## config.mk

```make
export PLATFORM = sky130hd
export DESIGN_NAME = control_sequencer_flat
export DESIGN_NICKNAME = d
export VERILOG_FILES = /design/src/rtl/control_sequencer_if.sv /design/src/rtl/control_sequencer.sv /design/src/flat_wrapper.sv
export SDC_FILE = /design/constraint.sdc
export NUM_CORES = 1
export LEC_CHECK = 0
export CORE_MARGIN = 1
export CORE_UTILIZATION = 43
export CTS_CLUSTER_SIZE = 25
export DETAILED_ROUTE_END_ITERATION = 12
export PLACE_DENSITY = 0.82
export SYNTH_ARGS = -nofsm -noshare
export SYNTH_HDL_FRONTEND = slang
export SYNTH_SLANG_ARGS = --single-unit
export TNS_END_PERCENT = 30
```

## constraint.sdc

```tcl
create_clock -name clk -period 3.7 [get_ports clk]
set_input_delay 1.11 -clock clk [delete_from_list [all_inputs] [get_ports clk]]
set_output_delay 1.11 -clock clk [all_outputs]
set_load 0.1 [all_outputs]
```

## src/rtl/control_sequencer_if.sv

```systemverilog
// rtl/control_sequencer_if.sv - opcode/flag inputs and bus-control strobes of the CPU control unit
interface control_sequencer_if #(
    parameter int OPCODE_W = 4
);
    logic [OPCODE_W-1:0] opcode;
    logic                flag_c;
    logic                flag_z;

    logic                co_n;
    logic                ce;
    logic                j_n;
    logic                mi_n;
    logic                ro_n;
    logic                ri_n;
    logic                ii_n;
    logic                io_n;
    logic                ai_n;
    logic                ao_n;
    logic                eo_n;
    logic                bi_n;
    logic                oi_n;
    logic                su;
    logic                fi;
    logic                hlt;
    logic [2:0]          step;

    modport master (
        input  opcode, flag_c, flag_z,
        output co_n, ce, j_n, mi_n, ro_n, ri_n, ii_n, io_n,
               ai_n, ao_n, eo_n, bi_n, oi_n, su, fi, hlt, step
    );

    modport slave (
        output opcode, flag_c, flag_z,
        input  co_n, ce, j_n, mi_n, ro_n, ri_n, ii_n, io_n,
               ai_n, ao_n, eo_n, bi_n, oi_n, su, fi, hlt, step
    );
endinterface

```

## src/rtl/control_sequencer.sv

```systemverilog
// rtl/control_sequencer.sv - microcoded T-state sequencer driving the 8-bit CPU bus-control strobes
module control_sequencer #(
    parameter int OPCODE_W  = 4,
    parameter int NUM_T     = 5,
    parameter int EARLY_END = 1
) (
    input  logic                clk,
    input  logic                clr_n,
    control_sequencer_if.master bus
);
    localparam logic [2:0] T0 = 3'd0;
    localparam logic [2:0] T1 = 3'd1;
    localparam logic [2:0] T2 = 3'd2;
    localparam logic [2:0] T3 = 3'd3;
    localparam logic [2:0] T4 = 3'd4;
    localparam logic [2:0] T_FINAL = 3'(NUM_T - 1);

    localparam logic [OPCODE_W-1:0] OP_LDA = OPCODE_W'(4'b0001);
    localparam logic [OPCODE_W-1:0] OP_ADD = OPCODE_W'(4'b0010);
    localparam logic [OPCODE_W-1:0] OP_SUB = OPCODE_W'(4'b0011);
    localparam logic [OPCODE_W-1:0] OP_STA = OPCODE_W'(4'b0100);
    localparam logic [OPCODE_W-1:0] OP_LDI = OPCODE_W'(4'b0101);
    localparam logic [OPCODE_W-1:0] OP_JMP = OPCODE_W'(4'b0110);
    localparam logic [OPCODE_W-1:0] OP_JC  = OPCODE_W'(4'b0111);
    localparam logic [OPCODE_W-1:0] OP_JZ  = OPCODE_W'(4'b1000);
    localparam logic [OPCODE_W-1:0] OP_OUT = OPCODE_W'(4'b1110);
    localparam logic [OPCODE_W-1:0] OP_HLT = OPCODE_W'(4'b1111);

    logic [OPCODE_W-1:0] op;
    logic [2:0]          step_q;
    logic                halted_q;
    logic [2:0]          last_step;
    logic [2:0]          end_step;
    logic                halt_now;

    logic co, cnt, jmp, mi, ro, ri, ii, io, ai, ao, eo, bi, oi, sub, fl, hl;

    assign op = bus.opcode;

    always_comb begin
        last_step = T1;
        case (op)
            OP_LDI, OP_JMP, OP_JC, OP_JZ, OP_OUT, OP_HLT: last_step = T2;
            OP_LDA, OP_STA:                               last_step = T3;
            OP_ADD, OP_SUB:                               last_step = T4;
            default:                                      last_step = T1;
        endcase
    end

    assign end_step = (EARLY_END != 0) ? last_step : T_FINAL;
    assign halt_now = !halted_q && (step_q == T2) && (op == OP_HLT);

    // Halting pins the step counter at T2 so the debug port shows where the machine stopped.
    always_ff @(posedge clk or negedge clr_n) begin
        if (!clr_n) begin
            step_q   <= T0;
            halted_q <= 1'b0;
        end else if (halted_q || halt_now) begin
            step_q   <= T2;
            halted_q <= 1'b1;
        end else if ((step_q == end_step) || (step_q >= T_FINAL)) begin
            step_q   <= T0;
        end else begin
            step_q   <= step_q + 3'd1;
        end
    end

    // Active-high control word; clr_n gates it directly so strobes die without a clock edge.
    always_comb begin
        co = 1'b0; cnt = 1'b0; jmp = 1'b0; mi = 1'b0; ro = 1'b0; ri = 1'b0;
        ii = 1'b0; io = 1'b0; ai = 1'b0; ao = 1'b0; eo = 1'b0; bi = 1'b0;
        oi = 1'b0; sub = 1'b0; fl = 1'b0; hl = 1'b0;
        if (clr_n && halted_q) begin
            hl = 1'b1;
        end else if (clr_n) begin
            case (step_q)
                T0: begin
                    co = 1'b1;
                    mi = 1'b1;
                end
                T1: begin
                    ro  = 1'b1;
                    ii  = 1'b1;
                    cnt = 1'b1;
                end
                T2: begin
                    case (op)
                        OP_LDA, OP_ADD, OP_SUB, OP_STA: begin
                            io = 1'b1;
                            mi = 1'b1;
                        end
                        OP_LDI: begin
                            io = 1'b1;
                            ai = 1'b1;
                        end
                        OP_JMP: begin
                            io  = 1'b1;
                            jmp = 1'b1;
                        end
                        OP_JC: begin
                            io  = 1'b1;
                            jmp = bus.flag_c;
                        end
                        OP_JZ: begin
                            io  = 1'b1;
                            jmp = bus.flag_z;
                        end
                        OP_OUT: begin
                            ao = 1'b1;
                            oi = 1'b1;
                        end
                        OP_HLT: hl = 1'b1;
                        default: ;
                    endcase
                end
                T3: begin
                    case (op)
                        OP_LDA: begin
                            ro = 1'b1;
                            ai = 1'b1;
                        end
                        OP_ADD, OP_SUB: begin
                            ro = 1'b1;
                            bi = 1'b1;
                        end
                        OP_STA: begin
                            ao = 1'b1;
                            ri = 1'b1;
                        end
                        default: ;
                    endcase
                end
                T4: begin
                    if (op == OP_ADD || op == OP_SUB) begin
                        eo  = 1'b1;
                        ai  = 1'b1;
                        fl  = 1'b1;
                        sub = (op == OP_SUB);
                    end
                end
                default: ;
            endcase
        end
    end

    assign bus.co_n = ~co;
    assign bus.ce   = cnt;
    assign bus.j_n  = ~jmp;
    assign bus.mi_n = ~mi;
    assign bus.ro_n = ~ro;
    assign bus.ri_n = ~ri;
    assign bus.ii_n = ~ii;
    assign bus.io_n = ~io;
    assign bus.ai_n = ~ai;
    assign bus.ao_n = ~ao;
    assign bus.eo_n = ~eo;
    assign bus.bi_n = ~bi;
    assign bus.oi_n = ~oi;
    assign bus.su   = sub;
    assign bus.fi   = fl;
    assign bus.hlt  = hl;
    assign bus.step = step_q;
endmodule

```

## src/flat_wrapper.sv

```systemverilog
// flat-port wrapper written by rule: the top's interface ports become plain ports
module control_sequencer_flat 
#(
    parameter int OPCODE_W  = 4,
    parameter int NUM_T     = 5,
    parameter int EARLY_END = 1
)
  (clk, clr_n, bus_opcode, bus_flag_c, bus_flag_z, bus_co_n, bus_ce, bus_j_n, bus_mi_n, bus_ro_n, bus_ri_n, bus_ii_n, bus_io_n, bus_ai_n, bus_ao_n, bus_eo_n, bus_bi_n, bus_oi_n, bus_su, bus_fi, bus_hlt, bus_step);
  control_sequencer_if #(.OPCODE_W(OPCODE_W)) bus_i ();
  input  logic clk;
  input  logic clr_n;
  input wire logic [$bits(bus_i.opcode)-1:0] bus_opcode;
  input wire logic [$bits(bus_i.flag_c)-1:0] bus_flag_c;
  input wire logic [$bits(bus_i.flag_z)-1:0] bus_flag_z;
  output wire logic [$bits(bus_i.co_n)-1:0] bus_co_n;
  output wire logic [$bits(bus_i.ce)-1:0] bus_ce;
  output wire logic [$bits(bus_i.j_n)-1:0] bus_j_n;
  output wire logic [$bits(bus_i.mi_n)-1:0] bus_mi_n;
  output wire logic [$bits(bus_i.ro_n)-1:0] bus_ro_n;
  output wire logic [$bits(bus_i.ri_n)-1:0] bus_ri_n;
  output wire logic [$bits(bus_i.ii_n)-1:0] bus_ii_n;
  output wire logic [$bits(bus_i.io_n)-1:0] bus_io_n;
  output wire logic [$bits(bus_i.ai_n)-1:0] bus_ai_n;
  output wire logic [$bits(bus_i.ao_n)-1:0] bus_ao_n;
  output wire logic [$bits(bus_i.eo_n)-1:0] bus_eo_n;
  output wire logic [$bits(bus_i.bi_n)-1:0] bus_bi_n;
  output wire logic [$bits(bus_i.oi_n)-1:0] bus_oi_n;
  output wire logic [$bits(bus_i.su)-1:0] bus_su;
  output wire logic [$bits(bus_i.fi)-1:0] bus_fi;
  output wire logic [$bits(bus_i.hlt)-1:0] bus_hlt;
  output wire logic [$bits(bus_i.step)-1:0] bus_step;
  assign bus_i.opcode = bus_opcode;
  assign bus_i.flag_c = bus_flag_c;
  assign bus_i.flag_z = bus_flag_z;
  assign bus_co_n = bus_i.co_n;
  assign bus_ce = bus_i.ce;
  assign bus_j_n = bus_i.j_n;
  assign bus_mi_n = bus_i.mi_n;
  assign bus_ro_n = bus_i.ro_n;
  assign bus_ri_n = bus_i.ri_n;
  assign bus_ii_n = bus_i.ii_n;
  assign bus_io_n = bus_i.io_n;
  assign bus_ai_n = bus_i.ai_n;
  assign bus_ao_n = bus_i.ao_n;
  assign bus_eo_n = bus_i.eo_n;
  assign bus_bi_n = bus_i.bi_n;
  assign bus_oi_n = bus_i.oi_n;
  assign bus_su = bus_i.su;
  assign bus_fi = bus_i.fi;
  assign bus_hlt = bus_i.hlt;
  assign bus_step = bus_i.step;
  control_sequencer #(.OPCODE_W(OPCODE_W), .NUM_T(NUM_T), .EARLY_END(EARLY_END)) u_core (.clk(clk), .clr_n(clr_n), .bus(bus_i));
endmodule
```

# After elaboration in Yosys (flattened, before gate mapping)
# Memory sizes are Yosys's and may differ from the RTL's.
# Cells that the tools add are included.
dict set report totals {
  out_inout_bits 19
  in_bits 8
  mem_count 1
  word_cells 100
  mem_bits_ro 48
  mem_bits_rw 0
  reg_bits 4
  latchBits 0
}
# name depth width read_ports rd_clocked_by_memory_dff wr line
set memory_table {}
lappend memory_table {{(no name shown)} 16 3 1 0 0 control_sequencer.sv:42} ;# case (op)
dict set report classes {
  order_cmp 1
  div_mod_pow 0
  n_reduce_logical 12
  n_mul 0
  shifts 0
  n_bitwise 12
  add_sub_neg 1
  eq_ne 15
  n_mux 56
}
# operator count
set op_table {}
lappend op_table {{1-bit 2-to-1 mux} 49}
lappend op_table {{4-bit by 3-bit equality test with 1-bit output, second input constant} 4}
lappend op_table {{4-bit equality test, second input constant} 3}
lappend op_table {{1-bit inverter} 12}
lappend op_table {{4-bit by 2-bit equality test with 1-bit output, second input constant} 2}
lappend op_table {{8-bit OR reduction} 1}
lappend op_table {{3-bit by 2-bit equality test with 1-bit output, second input constant} 2}
lappend op_table {{3-bit 2-to-1 mux} 2}
lappend op_table {{1-bit one-hot mux with 2 select lines} 3}
lappend op_table {{1-bit one-hot mux with 3 select lines} 2}
lappend op_table {{4-bit by 1-bit equality test with 1-bit output, second input constant} 1}
lappend op_table {{4-bit OR reduction} 1}
lappend op_table {{3-bit by 1-bit adder with 3-bit output, second input constant} 1}
lappend op_table {{3-bit by 1-bit equality test with 1-bit output, second input constant} 1}
lappend op_table {{3-bit equality test} 1}
lappend op_table {{3-bit equality test, second input constant} 1}
lappend op_table {{3-bit greater-or-equal comparator, second input constant} 1}
lappend op_table {{1-bit logical AND} 3}
lappend op_table {{3-bit zero test} 1}
lappend op_table {{1-bit logical OR} 3}
lappend op_table {{3-bit OR reduction} 1}
lappend op_table {{2-bit OR reduction} 1}
lappend op_table {{1-bit zero test} 1}

# Depth between registers and ports, before layout
dict set report logic_depth {
  depth_word 7
  mapped_depth 6
  depth_no_buf 6
}

# Worst setup path after synthesis
# OpenSTA, ideal clock, no wires.
dict set report synth_timing {
  kind {register to output}
  from {register u_core.step_q[0], in the netlist u_core.bus.step[0]}
  to {output port bus_ao_n}
  arrival_ns 4.008
  required_time_ns 2.590
  setup_slack_ns -1.418
  path_buffers 0
  stages_incl_launch_ff 6
  cell_sequence {dfrtp_1 inv_1 ha_1 and3_1 and3_1 o21ai_0}
}
dict set report synth_via {
  elab_chain_cells 5
  word_cells_on_any_way 6
  cone_classes {eq/ne (2); mux (3); bitwise (1)}
}
# item line
set synth_rtl {}
lappend synth_rtl {{from (decl)} control_sequencer.sv:30} ;# logic [2:0] step_q;
lappend synth_rtl {{from (signal assigned)} control_sequencer.sv:64} ;# step_q <= step_q + 3'd1;
lappend synth_rtl {{3-bit by 2-bit equality test with 1-bit output} control_sequencer.sv:76} ;# case (step_q)
lappend synth_rtl {{1-bit one-hot mux with 2 select lines *} control_sequencer.sv:76}
lappend synth_rtl {{1-bit 2-to-1 mux *} control_sequencer.sv:75} ;# end else if (clr_n) begin
lappend synth_rtl {{1-bit 2-to-1 mux *} control_sequencer.sv:73} ;# if (clr_n && halted_q) begin
lappend synth_rtl {{1-bit inverter *} control_sequencer.sv:155} ;# assign bus.ao_n = ~ao;
lappend synth_rtl {{to (decl)} flat_wrapper.sv:24} ;# output wire logic [$bits(bus_i.ao_n)-1:0] bus_ao_n;
# Every way passes the cells marked *; elsewhere a longest branch is shown, timed or not.

# Worst setup path after layout
dict set report layout_timing {
  from {input port bus_opcode[2]}
  to {output port bus_su}
}
dict set report layout_via {
  elab_chain_cells 6
  word_cells_on_any_way 7
  cone_classes {eq/ne (2); mux (4); reduce/logical (1)}
}
# item line
set layout_rtl {}
lappend layout_rtl {{from (decl)} flat_wrapper.sv:12} ;# input wire logic [$bits(bus_i.opcode)-1:0] bus_opcode;
lappend layout_rtl {{4-bit by 2-bit equality test with 1-bit output, on equally long branches} {control_sequencer.sv:134, control_sequencer.sv:138}}
lappend layout_rtl {{1-bit logical OR} control_sequencer.sv:134} ;# if (op == OP_ADD || op == OP_SUB) begin
lappend layout_rtl {{1-bit 2-to-1 mux *} control_sequencer.sv:134}
lappend layout_rtl {{1-bit 2-to-1 mux *} control_sequencer.sv:76}
lappend layout_rtl {{1-bit 2-to-1 mux *} control_sequencer.sv:75}
lappend layout_rtl {{1-bit 2-to-1 mux *} control_sequencer.sv:73}
lappend layout_rtl {{to (decl)} flat_wrapper.sv:28} ;# output wire logic [$bits(bus_i.su)-1:0] bus_su;
# Marked as above.

==> key figures <==
Synth
  – Area fraction of the dominant cell type after synthesis: 16.77%
  – Synth Warn #: 0
  – Area leader, netlist: dfrtp_1
  – Synth unique cells: 30
  – Syn Inst Count: 81
  – Syn avg cell area: 7.368 um^2
  – Post-synthesis sequential area ratio: ~17%
  – Post-synth top cells: 8 x nor2_1, 7 x inv_1, 7 x nand2_1
  – Top post-synthesis cells by area: dfrtp_1 17%, ha_1 10%, nand4_1 5.2%, o21ai_0 5.0%, nor2_1 5.0%
  – Mapped Area: 596.8 um^2
  – EDFF count, synth: 0
  – Async SR Flop Fraction: 100.0%
  – Ys flop type: dfrtp_1
  – Syn nets: 94
  – Most common cell in the netlist: nor2_1
  – Synth Register Bits: 4

Placed design
  – Post-Place Cell Area: approximately 0.0011 mm^2
  – Hpwl dp: 1400 um
  – Routability cong.: roughly 0.86
  – Placed insts: ~130
  – Number of buffers added on ports: 26

Timing
  – RSZ-0062 raised after global routing: false
  – Slew of the pin with the lowest slew margin: 0.5968 ns
  – Tmin final: between 3 and 4 ns
  – Clock Skew: 0.007269 ns
  – Final Cycle Share: 94.58%
  – Hold Fails Final Rpt: 0
  – Slew Limit Fails: 0
  – Final setup viols: 0
  – Highest Clock Rate: 285.8 MHz
  – Rel. slew slack: 59.70%
  – Fin Hold WS: 0.6160 ns

GRT
  – Met3 Track Usage GR: roughly 3.4%
  – Antenna violations before repair: 0
  – Top Usage Layer GRT: met2
  – Wire length of the first global-routing pass: 2677 um
  – GR Overflow Total: 0
  – Met1 usage: between 30% and 40%
  – GRT Overall Usage: a little over a quarter
  – Largest net degree at the start of global routing: 10
  – Met2 usage in global routing: between 40% and 50%
  – Vias in the first global route: 641

Floorplan
  – Initial Util: a little under half
  – Die ar.: roughly 0.0015 mm^2
  – Cell Rows: 13
  – Core area: ~0.0013 mm^2
  – Die Height: 39.26 um
  – Die width: ~39 um
  – IO Count: 27

Drt
  – Vias per cell: 5.321
  – WL final: 1723 um
  – Via count: 697
  – Drt drc: 0
  – DR WL/cell: around 13 um
  – DR iter-0 viols: 19
  – Routed Antenna Nets: 0
  – DR pass1 iterations: 4

Setup path
  – Kind of critical path: in2out
  – Critical path required time: 2.59 ns
  – CP delay by family, top: simple AND/OR/NAND/NOR gates
  – Crit-path max FO: 8
  – Critical Path, Cell by Cell: dlygate4sd2_1 > nor2_4 > nand4_1 > nor3b_4 > and2_4 > buf_12
  – Buf+Inv Stages, Crit Path: 2
  – WP data arrival: 2.39 ns
  – Setup crit start kind: input pin
  – Crit. End Element: primary output
  – Slowest-stage cell, CP: dlygate4sd2_1
  – Max stage delay on crit path: 0.35 ns

Clocking
  – Clock Path Buffers: 2
  – Num CTS Buffers: 3
  – Root Driver: clkbuf_4
  – H-tree depth: 1
  – Clock-pin slew on the worst setup and hold paths: 0.04 ns
  – CTS tree: done
  – Clock Sinks: 4
  – Clock insertion delay at the later pin of the skew report: 0.24 ns

Power
  – Pwr dens: between 500 and 600 mW/mm^2
  – Peak supply drop: approximately 0.00051 V
  – Lkg Pwr: approximately 0.55 nW
  – Design Power: 0.5835 mW

Hold path
  – Worst Hold Class: reg2reg

Cells and area
  – Layout area overhead: 91.82%
  – Fill count: 68
  – Nets: 131
  – Fin util: 87.98%
  – Final instance area: 0.001145 mm^2
  – Post-Layout Cell Count: around 130
  – ANT cells: 0
  – Fraction of layout cells with a size suffix above 1: 34.48%

Run status
  – Outcome: completed

Run
  – Maxcap violations: 0
worst paths after layout:
| kind | slack (ns) | startpoint | endpoint | cells after the start |
|---|---|---|---|---|
| max | 0.20 | bus_opcode[2] | bus_su | 6 |
| min | 0.62 | u_core.bus.step[2] | u_core.bus.step[1] | 1 |
| max reg2reg | 2.08 | u_core.bus.step[0] | u_core.bus.step[1] | 7 |
| min reg2reg | 0.62 | u_core.bus.step[2] | u_core.bus.step[1] | 1 |
| max in group asynchronous | 2.70 | clr_n | u_core.halted_q | 1 |
| min in group asynchronous | 0.75 | clr_n | u_core.bus.step[2] | 1 |
worst register-to-register path, delay by kind of cell (launching register included):
family	cells	cell delay, ns
AOI/OAI and AO/OA	1	0.06
adders and majority gates	1	0.26
buffers and inverters	2	0.31
DFF	1	0.49
and+or+nand+nor	3	0.37
sequential cells by signal, summed over array words and instances (netlist names):
| register | count |
|---|---|
| u_core.bus.step | 3 |
| u_core.halted_q | 1 |
per-stage QoR:
step / worst slack [ns] / setup TNS (ns)
after floorplan: -0.6000 / -2.563
after global placement: 0.02065 / 0
after detailed placement: -0.05143 / -0.07151
after CTS: 0.005258 / 0
after global routing: 0.1072 / 0
final: 0.2006 / 0
layout by cell type, fill, tap and decap left out, types with 2 or more instances in the layout:
| cell type | n |
|---|---|
| nand2_1 | 7 |
| nor2b_1 | 3 |
| clkbuf_4 | 3 |
| o211ai_1 | 2 |
| nand4_1 | 5 |
| ha_1 | 5 |
| dlymetal6s2s_1 | 4 |
| nand2b_1 | 2 |
| and3_1 | 3 |
| nor4b_2 | 2 |
| buf_4 | 13 |
| o41ai_1 | 2 |
| buf_12 | 16 |
| inv_1 | 7 |
| nor4_1 | 2 |
| dfrtp_1 | 4 |
| clkdlybuf4s50_1 | 2 |
| o21ai_1 | 2 |
| nand3_1 | 4 |
| o21ai_0 | 4 |
| nor2_1 | 7 |
| xnor2_1 | 2 |
what timing repair did:
item,in CTS,in global routing
buffers inserted,0,0
gates resized for setup,1,7
hold buffers,0,0
setup endpoints to repair,3,8
hold endpoints to repair,0,0
final cells by class:
type	count	area, um^2	area share [%]
repair buffers	36	496.7	43.39
clock buffers	3	22.52	1.967
multi-input cells	66	480.5	41.97
well taps	15	18.77	1.639
inverters	7	26.28	2.295
flip-flops and latches	4	100.1	8.743
where the power goes:
part / switching, mW / internal [mW] / total [mW] / leakage [nW]
logic: 0.294 / 0.138 / 0.432 / 0.492
clock network: 0.0181 / 0.0363 / 0.0544 / 0.0138
registers: 0.0359 / 0.0612 / 0.0970 / 0.0470
total: 0.348 / 0.235 / 0.583 / 0.552
layer usage:
metal,vias up,routed length (um)
li1,363,-
met1,308,761
met2,26,898
met3,0,62
met4,0,0
met5,-,0
kinds of logic after synthesis:
group	Yosys count	share of synthesized area (%)
xor+xnor	2	2.936
simple gates	45	43.19
fa+ha+maj	5	10.48
compound gates	14	17.61
flops	4	16.77
buf+inv	11	9.014
Power figures use the tool's default switching activity.
